### src/rtl/wallace_mul8_seq_if.sv
// ----------------------------------------------------------------------------
// wallace_mul8_seq_if: operand, result and 4x4 core buses of wallace_mul8_seq. Rev 1.0
// ----------------------------------------------------------------------------
`default_nettype none

interface wallace_mul8_seq_if;
  logic        in_valid;
  logic        in_ready;
  logic [7:0]  a;
  logic [7:0]  b;
  logic [3:0]  core_a;
  logic [3:0]  core_b;
  logic [7:0]  core_prod;
  logic        out_valid;
  logic        out_ready;
  logic [15:0] prod;

  modport master (
    output in_valid, a, b, out_ready, core_prod,
    input  in_ready, core_a, core_b, out_valid, prod
  );

  modport slave (
    input  in_valid, a, b, out_ready, core_prod,
    output in_ready, core_a, core_b, out_valid, prod
  );
endinterface

`default_nettype wire

### src/rtl/wallace_mul8_seq.sv
// ----------------------------------------------------------------------------
// wallace_mul8_seq: unsigned 8x8 multiply in four passes over an external 4x4 core. Rev 1.0
// ----------------------------------------------------------------------------
`default_nettype none

module wallace_mul8_seq #(
  parameter int unsigned CORE_LAT  = 0,
  parameter bit          ZERO_SKIP = 1'b1
) (
  input  logic               clk,
  input  logic               rst_n,
  wallace_mul8_seq_if.slave  bus,
  output logic               busy
);

  typedef enum logic [1:0] {
    ST_IDLE = 2'd0,
    ST_MUL  = 2'd1,
    ST_DONE = 2'd2
  } state_t;

  localparam logic [1:0] C_LAT = CORE_LAT[1:0];

  state_t      state_q, state_d;
  logic [1:0]  pass_q, pass_d;
  logic [1:0]  wait_q, wait_d;
  logic [15:0] acc_q, acc_d;
  logic [7:0]  op_a_q, op_a_d;
  logic [7:0]  op_b_q, op_b_d;

  logic [3:0]  sel_a, sel_b, shift;
  logic        in_ready_w, out_valid_w;
  logic [3:0]  core_a_w, core_b_w;

  // Pass order: lo*lo, hi*lo, lo*hi, hi*hi with their partial-product weights.
  always_comb begin
    sel_a = op_a_q[3:0];
    sel_b = op_b_q[3:0];
    shift = 4'd0;
    case (pass_q)
      2'd0: begin sel_a = op_a_q[3:0]; sel_b = op_b_q[3:0]; shift = 4'd0; end
      2'd1: begin sel_a = op_a_q[7:4]; sel_b = op_b_q[3:0]; shift = 4'd4; end
      2'd2: begin sel_a = op_a_q[3:0]; sel_b = op_b_q[7:4]; shift = 4'd4; end
      default: begin sel_a = op_a_q[7:4]; sel_b = op_b_q[7:4]; shift = 4'd8; end
    endcase
  end

  always_comb begin
    state_d     = state_q;
    pass_d      = pass_q;
    wait_d      = wait_q;
    acc_d       = acc_q;
    op_a_d      = op_a_q;
    op_b_d      = op_b_q;
    in_ready_w  = 1'b0;
    out_valid_w = 1'b0;
    core_a_w    = 4'd0;
    core_b_w    = 4'd0;
    case (state_q)
      ST_IDLE: begin
        in_ready_w = 1'b1;
        if (bus.in_valid) begin
          op_a_d = bus.a;
          op_b_d = bus.b;
          acc_d  = 16'd0;
          pass_d = 2'd0;
          wait_d = 2'd0;
          if (ZERO_SKIP && ((bus.a == 8'd0) || (bus.b == 8'd0)))
            state_d = ST_DONE;
          else
            state_d = ST_MUL;
        end
      end
      ST_MUL: begin
        core_a_w = sel_a;
        core_b_w = sel_b;
        if (wait_q == C_LAT) begin
          acc_d  = acc_q + ({8'd0, bus.core_prod} << shift);
          wait_d = 2'd0;
          pass_d = pass_q + 2'd1;
          if (pass_q == 2'd3)
            state_d = ST_DONE;
        end else begin
          wait_d = wait_q + 2'd1;
        end
      end
      ST_DONE: begin
        out_valid_w = 1'b1;
        if (bus.out_ready)
          state_d = ST_IDLE;
      end
      default: state_d = ST_IDLE;
    endcase
  end

  always_ff @(posedge clk or negedge rst_n) begin
    if (!rst_n) begin
      state_q <= ST_IDLE;
      pass_q  <= 2'd0;
      wait_q  <= 2'd0;
      acc_q   <= 16'd0;
      op_a_q  <= 8'd0;
      op_b_q  <= 8'd0;
    end else begin
      state_q <= state_d;
      pass_q  <= pass_d;
      wait_q  <= wait_d;
      acc_q   <= acc_d;
      op_a_q  <= op_a_d;
      op_b_q  <= op_b_d;
    end
  end

  // The accumulator doubles as the result register, so prod holds through IDLE.
  assign bus.in_ready  = in_ready_w;
  assign bus.out_valid = out_valid_w;
  assign bus.core_a    = core_a_w;
  assign bus.core_b    = core_b_w;
  assign bus.prod      = acc_q;
  assign busy          = (state_q != ST_IDLE);

endmodule

`default_nettype wire
### src/flat_wrapper.sv
// flat-port wrapper written by rule: the top's interface ports become plain ports
module wallace_mul8_seq_flat 
#(
  parameter int unsigned CORE_LAT  = 0,
  parameter bit          ZERO_SKIP = 1'b1
)
  (clk, rst_n, busy, bus_in_valid, bus_a, bus_b, bus_out_ready, bus_core_prod, bus_in_ready, bus_core_a, bus_core_b, bus_out_valid, bus_prod);
  wallace_mul8_seq_if bus_i ();
  input  logic clk;
  input  logic rst_n;
  output logic busy;
  input wire logic [$bits(bus_i.in_valid)-1:0] bus_in_valid;
  input wire logic [$bits(bus_i.a)-1:0] bus_a;
  input wire logic [$bits(bus_i.b)-1:0] bus_b;
  input wire logic [$bits(bus_i.out_ready)-1:0] bus_out_ready;
  input wire logic [$bits(bus_i.core_prod)-1:0] bus_core_prod;
  output wire logic [$bits(bus_i.in_ready)-1:0] bus_in_ready;
  output wire logic [$bits(bus_i.core_a)-1:0] bus_core_a;
  output wire logic [$bits(bus_i.core_b)-1:0] bus_core_b;
  output wire logic [$bits(bus_i.out_valid)-1:0] bus_out_valid;
  output wire logic [$bits(bus_i.prod)-1:0] bus_prod;
  assign bus_i.in_valid = bus_in_valid;
  assign bus_i.a = bus_a;
  assign bus_i.b = bus_b;
  assign bus_i.out_ready = bus_out_ready;
  assign bus_i.core_prod = bus_core_prod;
  assign bus_in_ready = bus_i.in_ready;
  assign bus_core_a = bus_i.core_a;
  assign bus_core_b = bus_i.core_b;
  assign bus_out_valid = bus_i.out_valid;
  assign bus_prod = bus_i.prod;
  wallace_mul8_seq #(.CORE_LAT(CORE_LAT), .ZERO_SKIP(ZERO_SKIP)) u_core (.clk(clk), .rst_n(rst_n), .bus(bus_i), .busy(busy));
endmodule
### config.mk
export PLATFORM = sky130hd
export DESIGN_NAME = wallace_mul8_seq_flat
export DESIGN_NICKNAME = d
export VERILOG_FILES = /design/src/rtl/wallace_mul8_seq_if.sv /design/src/rtl/wallace_mul8_seq.sv /design/src/flat_wrapper.sv
export SDC_FILE = /design/constraint.sdc
export NUM_CORES = 1
export LEC_CHECK = 0
export CORE_AREA = 10 10 105 70
export CTS_CLUSTER_DIAMETER = 200
export DETAILED_ROUTE_END_ITERATION = 16
export DIE_AREA = 0 0 115 80
export PLACE_DENSITY = 0.75
export SETUP_SLACK_MARGIN = 0.02
export SYNTH_ARGS = -nofsm -noshare
export SYNTH_HDL_FRONTEND = slang
export SYNTH_SLANG_ARGS = --single-unit
### constraint.sdc
create_clock -name clk -period 4.25 [get_ports clk]
set_input_delay 0.85 -clock clk [delete_from_list [all_inputs] [get_ports clk]]
set_output_delay 0.85 -clock clk [all_outputs]
set_load 0.03 [all_outputs]
==> qor.csv <==
metric,value,unit
postcts setup bufs,0,
unrepaired setup endpoints after global routing,no,
TritonCTS clock tree,built,
Clock Sink Count,38,
met2 wire len,2930,um
WL met3,626,um
vias,2308,
final count of pins violating max slew,0,
hold_buf cts,0,
final-layout fill cell count,465,
die width,115,um
num rows,21,
cts repair resizes,0,
initial antenna violation count,0,
H-tree Lvls,2,
first-pass GRT wire length,11900,um
Synth Instances,293,
normalized max-slew margin,41.9,%
antenna-violating nets left,0,
Avg WL per Cell,17.7,um
crit share post-route,80.4,%
Diodes inserted,0,
fin util,62.2,%
Die Ht,80,um
WS Path Type,reg2reg,
main flop type after synthesis,dfrtp_1,
Initial DRC Count,167,
Via density,5.60,
VDD IR max,476,uV
Pre-Repair DR Iteration Count,4,
Critical Path Sink Type,flip-flop,
Worst EP arrival,3.61,ns
setup tns final,0,ns
initial core utilization,49.0,%
Num CTS Buffers,5,
Yosys cell types,41,
met1 wire length,3640,um
DIE AREA,9200,sq um
P&R area growth vs syn,27.0,%
Skew-Pair Late Insertion Delay,0.30,ns
# nets final,393,
"EDFF count, synth",0,
"flops & latches, synth",38,
Worst setup SP type,flip-flop,
Detail Placement HPWL,5730,um
core area,5410,sq um
Tmin final,3.42,ns
Max Fclk,293,MHz
worst-path fanout max,9,
Slew @ Worst Pin,0.870,ns
final wirelength,7270,um
Yosys warning count,0,
Root Driver,clkbuf_8,
All-Layer GR Usage,16.2,%
Setup-failing EPs final,0,
"Avg Cell Area, Syn",9.04,sq um
share of cells above drive strength 1,9.33,%
clk_skew,0.00848,ns
asr flop ratio synth,100,%
Fin Hold WS,0.506,ns
Placer Congestion,0.932,
Leak Pwr,1.46,nW
DRC Markers,0,
min-delay worst type,reg2reg,
Max Used Layer,met4,
synthesized cell area,2650,sq um
Final Total Pwr,3.18,mW
vias in the first global route,2258,
WP data required,4.44,ns
Port Buffer Count,54,
maxcap violations,0,
outcome,completed,
largest net degree at the start of global routing,39,
syn_nets,344,
Fin. Hold Viols,0,
Pwr Density,944,nW/um^2
register area share after synthesis,35.9,%
total grt overflow,0,
clk slew on worst S/H paths,0.08,ns
Clock Path Buffers,2,
I/O pins,55,
final timing paths:
path                                              start                         endpoint  slack [ns]  cells after the start
max                        u_core.pass_q[0]$_DFFE_PN0P_  u_core.bus.prod[15]$_DFFE_PN0P_        0.83                     11
min                        u_core.wait_q[0]$_DFFE_PN0P_     u_core.wait_q[0]$_DFFE_PN0P_        0.51                      2
max reg2reg                u_core.pass_q[0]$_DFFE_PN0P_  u_core.bus.prod[15]$_DFFE_PN0P_        0.83                     11
min reg2reg                u_core.wait_q[0]$_DFFE_PN0P_     u_core.wait_q[0]$_DFFE_PN0P_        0.51                      2
max in group asynchronous                         rst_n  u_core.bus.prod[12]$_DFFE_PN0P_        3.06                      1
min in group asynchronous                         rst_n   u_core.bus.prod[4]$_DFFE_PN0P_        0.65                      1
final cells by class:
cell class                 instances  area (sq um)  share of cell area [%]
multi-input combinational        233          1610                    47.8
clock buffer                       6          82.6                    2.45
inverter                           9          33.8                    1.00
tap                               69          86.3                    2.57
timing repair buffer              55           543                    16.1
clock inverter                     2          60.1                    1.78
sequential                        38           951                    28.3
through the flow:
| stage | setup WS, ns | std cells | instance area, sq um |
|---|---|---|---|
| 4_1_cts | 0.916 | 412 | 3370 |
| 3_3_place_gp | 0.746 | 404 | 3220 |
| 5_1_grt | 0.658 | 412 | 3370 |
| 6_report | 0.834 | 412 | 3370 |
| 2_1_floorplan | 1.30 | 293 | 2650 |
| 3_5_place_dp | 0.726 | 404 | 3220 |
metal layers:
| layer | vias to the layer above | GRT usage (%) |
|---|---|---|
| met1 | 1085 | 23.0 |
| met5 | - | 0 |
| li1 | 1139 | - |
| met2 | 76 | 21.9 |
| met4 | 0 | 5.54 |
| met3 | 8 | 5.71 |
flip-flops by register name (all words and copies together), names as in the netlist:
register,cells
u_core.bus.prod,16
u_core.op_a_q,8
u_core.op_b_q,8
u_core.pass_q,2
u_core.state_q,2
u_core.wait_q,2
report_power, final:
| group | leakage [nW] | switching, mW | internal [mW] |
|---|---|---|---|
| registers | 0.469 | 0.134 | 0.533 |
| clock network | 0.0714 | 0.144 | 0.251 |
| logic | 0.919 | 1.24 | 0.873 |
| total | 1.46 | 1.52 | 1.66 |
cell usage after synthesis (2+ instances only):
cell type	count	area [sq um]
nand2_1	40	150
dfrtp_1	38	951
o21ai_0	28	140
a21oi_1	22	110
ha_1	22	275
mux2_2	17	191
nor2_1	13	48.8
nor2b_1	12	75.1
inv_1	9	33.8
nand3_1	8	40.0
clkbuf_1	7	26.3
xnor2_1	7	61.3
xor2_1	7	61.3
a22o_1	6	52.6
mux2i_1	6	60.1
a31oi_1	5	31.3
and2_1	5	31.3
buf_2	5	25.0
a21o_1	4	30.0
nor4_1	4	25.0
a211oi_1	3	22.5
nand2b_1	2	12.5
nand4_1	2	12.5
o211ai_1	2	15.0
o21a_1	2	15.0
o21ai_1	2	10.0
cells by family after synthesis:
group           after synthesis  share of synthesized area, %
simple gates                 92                          16.6
compound gates               81                          18.9
flops                        38                          35.9
mux                          23                          9.49
fa+ha+maj                    23                          11.1
buf+inv                      22                          3.40
xor+xnor                     14                          4.63
cells in the final DEF, fill, tap and decap left out, types with 2 or more instances in the layout:
master,n
o21ai_0,28
nor4_1,4
o21ai_1,2
clkbuf_8,6
a21o_1,4
xor2_1,7
inv_1,9
mux2i_1,6
nand2b_1,2
nand3_1,8
nand2_1,40
a31oi_1,5
ha_1,22
a22o_1,6
a211oi_1,3
mux2_2,17
clkdlybuf4s50_1,53
a21oi_1,22
o21a_1,2
nand4_1,2
nor2_1,13
bufinv_16,2
xnor2_1,7
nor2b_1,12
o211ai_1,2
dfrtp_1,38
and2_1,5
worst max-delay path, cell delays in order (launching register included):
cell and delay [ns]:
dfrtp_1 0.45, inv_1 0.09, ha_1 0.50, mux2i_1 0.37
nor2_1 0.08, ha_1 0.36, a21oi_1 0.38, o21ai_2 0.19
a31oi_2 0.40, o41ai_2 0.15, xnor2_1 0.14, a22o_1 0.18
Power figures use the tool's default switching activity.
